--- src/rtl/intr_ctrl_if.sv ---
// intr_ctrl_if
// Groups the interrupt controller's signals toward the IO memory and the CPU
// into one bundle.
//
// Signals:
//   io_intr    : interrupt request level from the IO memory
//   intr_en    : CPU interrupt-enable flag
//   cpu_inta   : CPU takes the interrupt (1-clock pulse)
//   reti       : CPU return-from-interrupt (1-clock pulse)
//   cpu_intr   : interrupt request to the CPU
//   isr_addr   : ISR entry address (32 bits)
//   intr_ack   : acknowledge handshake back to the IO memory
//   in_isr     : high while the ISR is executing
//   intr_count : number of interrupts taken (8 bits, wraps)
//
// Modports:
//   master : the CPU/IO side, which drives the request and handshake inputs
//   slave  : the controller, which consumes them and drives the status outputs
interface intr_ctrl_if;
    logic        io_intr;
    logic        intr_en;
    logic        cpu_inta;
    logic        reti;
    logic        cpu_intr;
    logic [31:0] isr_addr;
    logic        intr_ack;
    logic        in_isr;
    logic [7:0]  intr_count;

    modport master (
        output io_intr, intr_en, cpu_inta, reti,
        input  cpu_intr, isr_addr, intr_ack, in_isr, intr_count
    );

    modport slave (
        input  io_intr, intr_en, cpu_inta, reti,
        output cpu_intr, isr_addr, intr_ack, in_isr, intr_count
    );
endinterface

--- src/rtl/intr_ctrl.sv ---
// intr_ctrl
// Single-level interrupt controller between an IO memory and a CPU.
// A rising edge on io_intr latches a pending request. When the CPU has
// interrupts enabled, the request is raised on cpu_intr. Once the CPU takes
// it with cpu_inta, the controller acknowledges the IO memory for ACK_CYCLES
// clocks. It then reports in_isr until the CPU signals reti.
//
// Parameters:
//   ISR_VECTOR : ISR entry address presented on isr_addr
//   ACK_CYCLES : clocks that intr_ack stays high (legal range 1..15)
//
// Ports:
//   clk : system clock; all state changes on its rising edge
//   rst : asynchronous, active-high reset
//   bus : intr_ctrl_if.slave (io_intr, intr_en, cpu_inta, reti in;
//         cpu_intr, isr_addr, intr_ack, in_isr, intr_count out)
//
// Build option:
//   INTR_SYNC_EN : when defined, io_intr passes through a two-flop
//                  synchronizer before edge detection. This adds two clocks
//                  of request latency.
module intr_ctrl #(
    parameter logic [31:0] ISR_VECTOR = 32'h0000_03FC,
    parameter int          ACK_CYCLES = 2
) (
    input  logic        clk,
    input  logic        rst,
    intr_ctrl_if.slave  bus
);

    typedef enum logic [1:0] {
        IDLE = 2'd0,
        REQ  = 2'd1,
        ACK  = 2'd2,
        ISR  = 2'd3
    } state_t;

    localparam logic [3:0] ACK_LAST = 4'(ACK_CYCLES - 1);

    state_t     state;
    state_t     next_state;
    logic       sample_cur;
    logic       sample_prev;
    logic       rise;
    logic       pending;
    logic       take;
    logic       ack_done;
    logic [3:0] ack_cnt;
    logic [7:0] count;

`ifdef INTR_SYNC_EN
    logic sync1;
    logic sync2;

    // Two-flop synchronizer for the asynchronous request level
    always_ff @(posedge clk or posedge rst) begin
        if (rst) begin
            sync1 <= 1'b0;
            sync2 <= 1'b0;
        end else begin
            sync1 <= bus.io_intr;
            sync2 <= sync1;
        end
    end

    assign sample_cur = sync2;
`else
    assign sample_cur = bus.io_intr;
`endif

    // Previous sample, used for rising-edge detection
    always_ff @(posedge clk or posedge rst) begin
        if (rst) begin
            sample_prev <= 1'b0;
        end else begin
            sample_prev <= sample_cur;
        end
    end

    assign rise     = sample_cur & ~sample_prev;
    assign take     = (state == REQ) && bus.cpu_inta;
    assign ack_done = (state == ACK) && (ack_cnt == ACK_LAST);

    // State register
    always_ff @(posedge clk or posedge rst) begin
        if (rst) begin
            state <= IDLE;
        end else begin
            state <= next_state;
        end
    end

    // Next-state logic. cpu_inta wins over a simultaneous drop of intr_en.
    always_comb begin
        next_state = state;
        case (state)
            IDLE: if (pending && bus.intr_en) next_state = REQ;
            REQ: begin
                if (bus.cpu_inta)      next_state = ACK;
                else if (!bus.intr_en) next_state = IDLE;
            end
            ACK:  if (ack_done) next_state = ISR;
            ISR:  if (bus.reti) next_state = IDLE;
            default: next_state = IDLE;
        endcase
    end

    // Pending flag, acknowledge timer and taken-interrupt counter.
    // A fresh edge overrides the clear from cpu_inta, so a request that
    // arrives while the CPU is taking the previous one is not lost.
    always_ff @(posedge clk or posedge rst) begin
        if (rst) begin
            pending <= 1'b0;
            ack_cnt <= 4'd0;
            count   <= 8'd0;
        end else begin
            pending <= rise | (pending & ~take);
            if ((state == ACK) && !ack_done) begin
                ack_cnt <= ack_cnt + 4'd1;
            end else begin
                ack_cnt <= 4'd0;
            end
            if (take) begin
                count <= count + 8'd1;
            end
        end
    end

    assign bus.cpu_intr   = (state == REQ);
    assign bus.intr_ack   = (state == ACK);
    assign bus.in_isr     = (state == ISR);
    assign bus.intr_count = count;
    assign bus.isr_addr   = ISR_VECTOR;

endmodule

--- src/flat_wrapper.sv ---
// flat-port wrapper written by rule: the top's interface ports become plain ports
module intr_ctrl_flat 
#(
    parameter logic [31:0] ISR_VECTOR = 32'h0000_03FC,
    parameter int          ACK_CYCLES = 2
)
  (clk, rst, bus_io_intr, bus_intr_en, bus_cpu_inta, bus_reti, bus_cpu_intr, bus_isr_addr, bus_intr_ack, bus_in_isr, bus_intr_count);
  intr_ctrl_if bus_i ();
  input  logic clk;
  input  logic rst;
  input wire logic [$bits(bus_i.io_intr)-1:0] bus_io_intr;
  input wire logic [$bits(bus_i.intr_en)-1:0] bus_intr_en;
  input wire logic [$bits(bus_i.cpu_inta)-1:0] bus_cpu_inta;
  input wire logic [$bits(bus_i.reti)-1:0] bus_reti;
  output wire logic [$bits(bus_i.cpu_intr)-1:0] bus_cpu_intr;
  output wire logic [$bits(bus_i.isr_addr)-1:0] bus_isr_addr;
  output wire logic [$bits(bus_i.intr_ack)-1:0] bus_intr_ack;
  output wire logic [$bits(bus_i.in_isr)-1:0] bus_in_isr;
  output wire logic [$bits(bus_i.intr_count)-1:0] bus_intr_count;
  assign bus_i.io_intr = bus_io_intr;
  assign bus_i.intr_en = bus_intr_en;
  assign bus_i.cpu_inta = bus_cpu_inta;
  assign bus_i.reti = bus_reti;
  assign bus_cpu_intr = bus_i.cpu_intr;
  assign bus_isr_addr = bus_i.isr_addr;
  assign bus_intr_ack = bus_i.intr_ack;
  assign bus_in_isr = bus_i.in_isr;
  assign bus_intr_count = bus_i.intr_count;
  intr_ctrl #(.ISR_VECTOR(ISR_VECTOR), .ACK_CYCLES(ACK_CYCLES)) u_core (.clk(clk), .rst(rst), .bus(bus_i));
endmodule
--- config.mk ---
export PLATFORM = sky130hd
export DESIGN_NAME = intr_ctrl_flat
export DESIGN_NICKNAME = d
export VERILOG_FILES = /design/src/rtl/intr_ctrl_if.sv /design/src/rtl/intr_ctrl.sv /design/src/flat_wrapper.sv
export SDC_FILE = /design/constraint.sdc
export NUM_CORES = 1
export LEC_CHECK = 0
export ABC_AREA = 1
export ABC_CLOCK_PERIOD_IN_PS = 1400
export BUFFER_PORTS_ARGS = -buffer_cell sky130_fd_sc_hd__buf_2
export CAP_MARGIN = 20
export CORE_MARGIN = 1
export CORE_UTILIZATION = 45
export CTS_BUF_LIST = sky130_fd_sc_hd__clkbuf_4
export DETAILED_ROUTE_END_ITERATION = 8
export GPL_TIMING_DRIVEN = 0
export MAX_ROUTING_LAYER = met4
export PLACE_DENSITY_LB_ADDON = 0.15
export RECOVER_POWER = 25
export SLEW_MARGIN = 20
export SYNTH_ARGS = -nofsm -noshare
export SYNTH_HDL_FRONTEND = slang
export SYNTH_SLANG_ARGS = --single-unit
--- constraint.sdc ---
create_clock -name clk -period 1.4 [get_ports clk]
set_clock_uncertainty 0.15 [all_clocks]
set_input_delay 0.21 -clock clk [delete_from_list [all_inputs] [get_ports clk]]
set_output_delay 0.21 -clock clk [all_outputs]
set_load 0.005 [all_outputs]
==> impl_metrics.ini <==
[setup_path]
crit_chain = inv_2 -> nand2_1 -> inv_1 -> buf_2
crit_path_top_delay_cell = dfrtp_1
critical_path_peak_fanout = 4
arrival_ps = 1050
endpoint_kind = output port
cp.required_ps = 1040
crit_type = reg -> out
cp_slowest_stage_delay_ps = 440
critPathLaunchType = flop

[grt]
grt-ovfl-total = 0
grt_max_degree = 17
grt_pass1_wl_mm = 2.73
grtUsageTotal_pct = 14.4
first_global_vias = 701
antenna_found_initial = 0

[placed_design]
hpwl_mm = 1.30
preCtsSetupSlack_ps = 119
place_congestion = 0.708
port_buffers = 16

[routing]
detail_route.iter0.violations = 9
drc = 0
top_layer = met4
dr_wl_met3_um = 85
wl_met2_um = 866
antenna_left = 0
drt-pass1-iter-count = 4
num_vias = 840
met1_length_um = 782
vias_per_cell = 3.80
wl_per_cell_um = 7.91
drt-total-wl_mm = 1.75

[floorplanning]
num_rows = 17
start_util_pct = 48.1
ios = 49
coreArea_um2 = 2230
die_h_um = 50.9
die_x_um = 50.9
die-area_um2 = 2590

[logic_synthesis]
synth.distinct_cells = 18
yosys.area.top_type_share_pct = 37.3
netlist_area_um2 = 1070
ys_ff_latch = 16
yosys.area.top_type = dfrtp_1
syn_area_per_cell_um2 = 7.96
syn_inst = 135
ys_top_cells_by_area = dfrtp_1, buf_4, nand2_1
yosys_warnings = 0
seq_area_frac_synth_pct = 37.3

[power]
clkPwrFrac_pct = 13.1
switchingPower_mw = 0.748
p_leak_nw = 0.862
ir_worst_vdd_mv = 0.890
swShare_pct = 39.8
finalPower_mw = 1.88
p_comb_share_pct = 47.4
pwr-share-seq_pct = 39.5
p_per_area_nw_per_um2 = 1330
intPower_mw = 1.13

[clock_tree]
cts.path.max_buffers = 2
numCtsBuffers = 3
clock-sinks = 16
cts_tree = built
clk_pin_slew_ps = 90
insertion_delay_ps = 280
root_buffer = clkbuf_4
ctsHtreeMaxLevel = 1

[cells_and_area]
antenna_cells = 0
syn_to_final_growth_pct = 31.5
drive_gt1_share_pct = 34.2
utilization_pct = 63.3
nets = 203
n_fill_cell = 216

[timing]
rsz0062_at_grt = true
setup_viol = 1
drv_slew = 0
hold_viol_final = 0
setup_tns_ps = -14.5
max_slew_margin_pct = 60.7
hold_ws_ps = 170
period_needed_ps = 1410
fin_crit_sh_pct = 101
timing.final.ws_setup_ps = -14.5
worstMarginPinSlew_ps = 589
clock.fmax_ghz = 0.707

[min_path]
hp-class = in -> reg

[flow_run]
drv_cap = 0

[run_status]
status = finished, violations left
failed_checks = negative setup slack
-- final cells by class --
type | count | area (µm²) | share of cell area (%)
clock inverter | 1 | 3.75 | 0.265
clock buffer | 3 | 22.5 | 1.59
tap | 28 | 35.0 | 2.48
sequential | 16 | 400 | 28.3
inverter | 18 | 67.6 | 4.78
multi-input combinational | 98 | 484 | 34.2
timing repair buffer | 24 | 149 | 10.5
buffer | 33 | 251 | 17.8
-- sequential cells by signal, summed over array words and instances, names as in the netlist, named ones only --
| name | flops |
|---|---|
| u_core.bus.intr_count | 8 |
| u_core.ack_cnt | 4 |
| u_core.sample_prev | 1 |
| u_core.state | 1 |
| u_core.pending | 1 |
-- kinds of logic after synthesis --
kind of cell | after synthesis | share of synthesized area [%]
compound gates | 2 | 0.931
xor+xnor | 6 | 4.89
fa+ha+maj | 3 | 3.49
buf+inv | 51 | 29.3
flops | 16 | 37.3
other cells | 2 | 0.699
simple gates | 55 | 23.4
-- what timing repair did --
action,in CTS,in global routing
endpoints found under the setup margin,3,7
gates resized for setup,3,3
pin swaps,0,3
buffers inserted,2,4
hold buffers,2,0
hold endpoints to repair,17,0
gates cloned,0,0
-- stage by stage --
stage                     std cells  instance area [µm²]
after floorplan                 165                 1190
after global placement          209                 1300
after detailed placement        209                 1300
after CTS                       217                 1380
after global routing            221                 1410
final                           221                 1410
-- power by group through the flow --
stage / registers [mW] / clock network [mW] / logic [mW]
floorplan: 0.726 / 0 / 0.542
global placement: 0.734 / 0 / 0.720
detailed placement: 0.744 / 0 / 0.746
CTS: 0.739 / 0.255 / 0.823
global route: 0.755 / 0.270 / 1.01
finish: 0.743 / 0.246 / 0.890
-- synthesized netlist by cell type, drive strengths merged --
cell and n:
xor2 4, dfrtp 16, nand2 34, nand3 7, inv 18, ha 3, nor2 11, nand3b 1
buf 33, conb 2, o21ai 2, xnor2 2, nand4 2
-- worst max-delay path, delay by kind of cell, from the launching register on --
family / cells / cell delay [ps]
buffers and inverters: 3 / 260
flip-flops: 1 / 440
AND/OR/NAND/NOR: 1 / 70
-- routing by layer --
metal  GRT usage (%)  vias up
li1                -      454
met1            16.5      360
met2            24.9       24
met3            2.68        2
met4            5.56        0
met5               -        -
-- final timing paths --
check / to / cells past startpoint / from / slack [ps]
setup / recovery: bus_cpu_intr / 4 / flop / -10
hold / removal: u_core.pending$_DFF_PP0_ / 4 / bus_cpu_inta / 170
setup reg to reg: u_core.bus.intr_count[4]$_DFFE_PP0P_ / 6 / u_core.state[0]$_DFFE_PP0P_ / 60
hold reg to reg: u_core.pending$_DFF_PP0_ / 1 / u_core.sample_prev$_DFF_PP0_ / 270
max in group asynchronous: u_core.bus.intr_count[2]$_DFFE_PP0P_ / 3 / rst / 330
min in group asynchronous: u_core.ack_cnt[0]$_DFF_PP0_ / 3 / rst / 380
-- cells in the final DEF (no fill, tap or decap), types with 3 or more instances in the layout --
cell type,count
buf_4,37
nand2_1,32
conb_1,32
inv_1,17
dfrtp_1,16
buf_2,16
nor2_1,8
nand3_1,5
xor2_1,4
ha_1,3
clkbuf_4,3
Note: power is estimated with default switching activity, not from simulation.
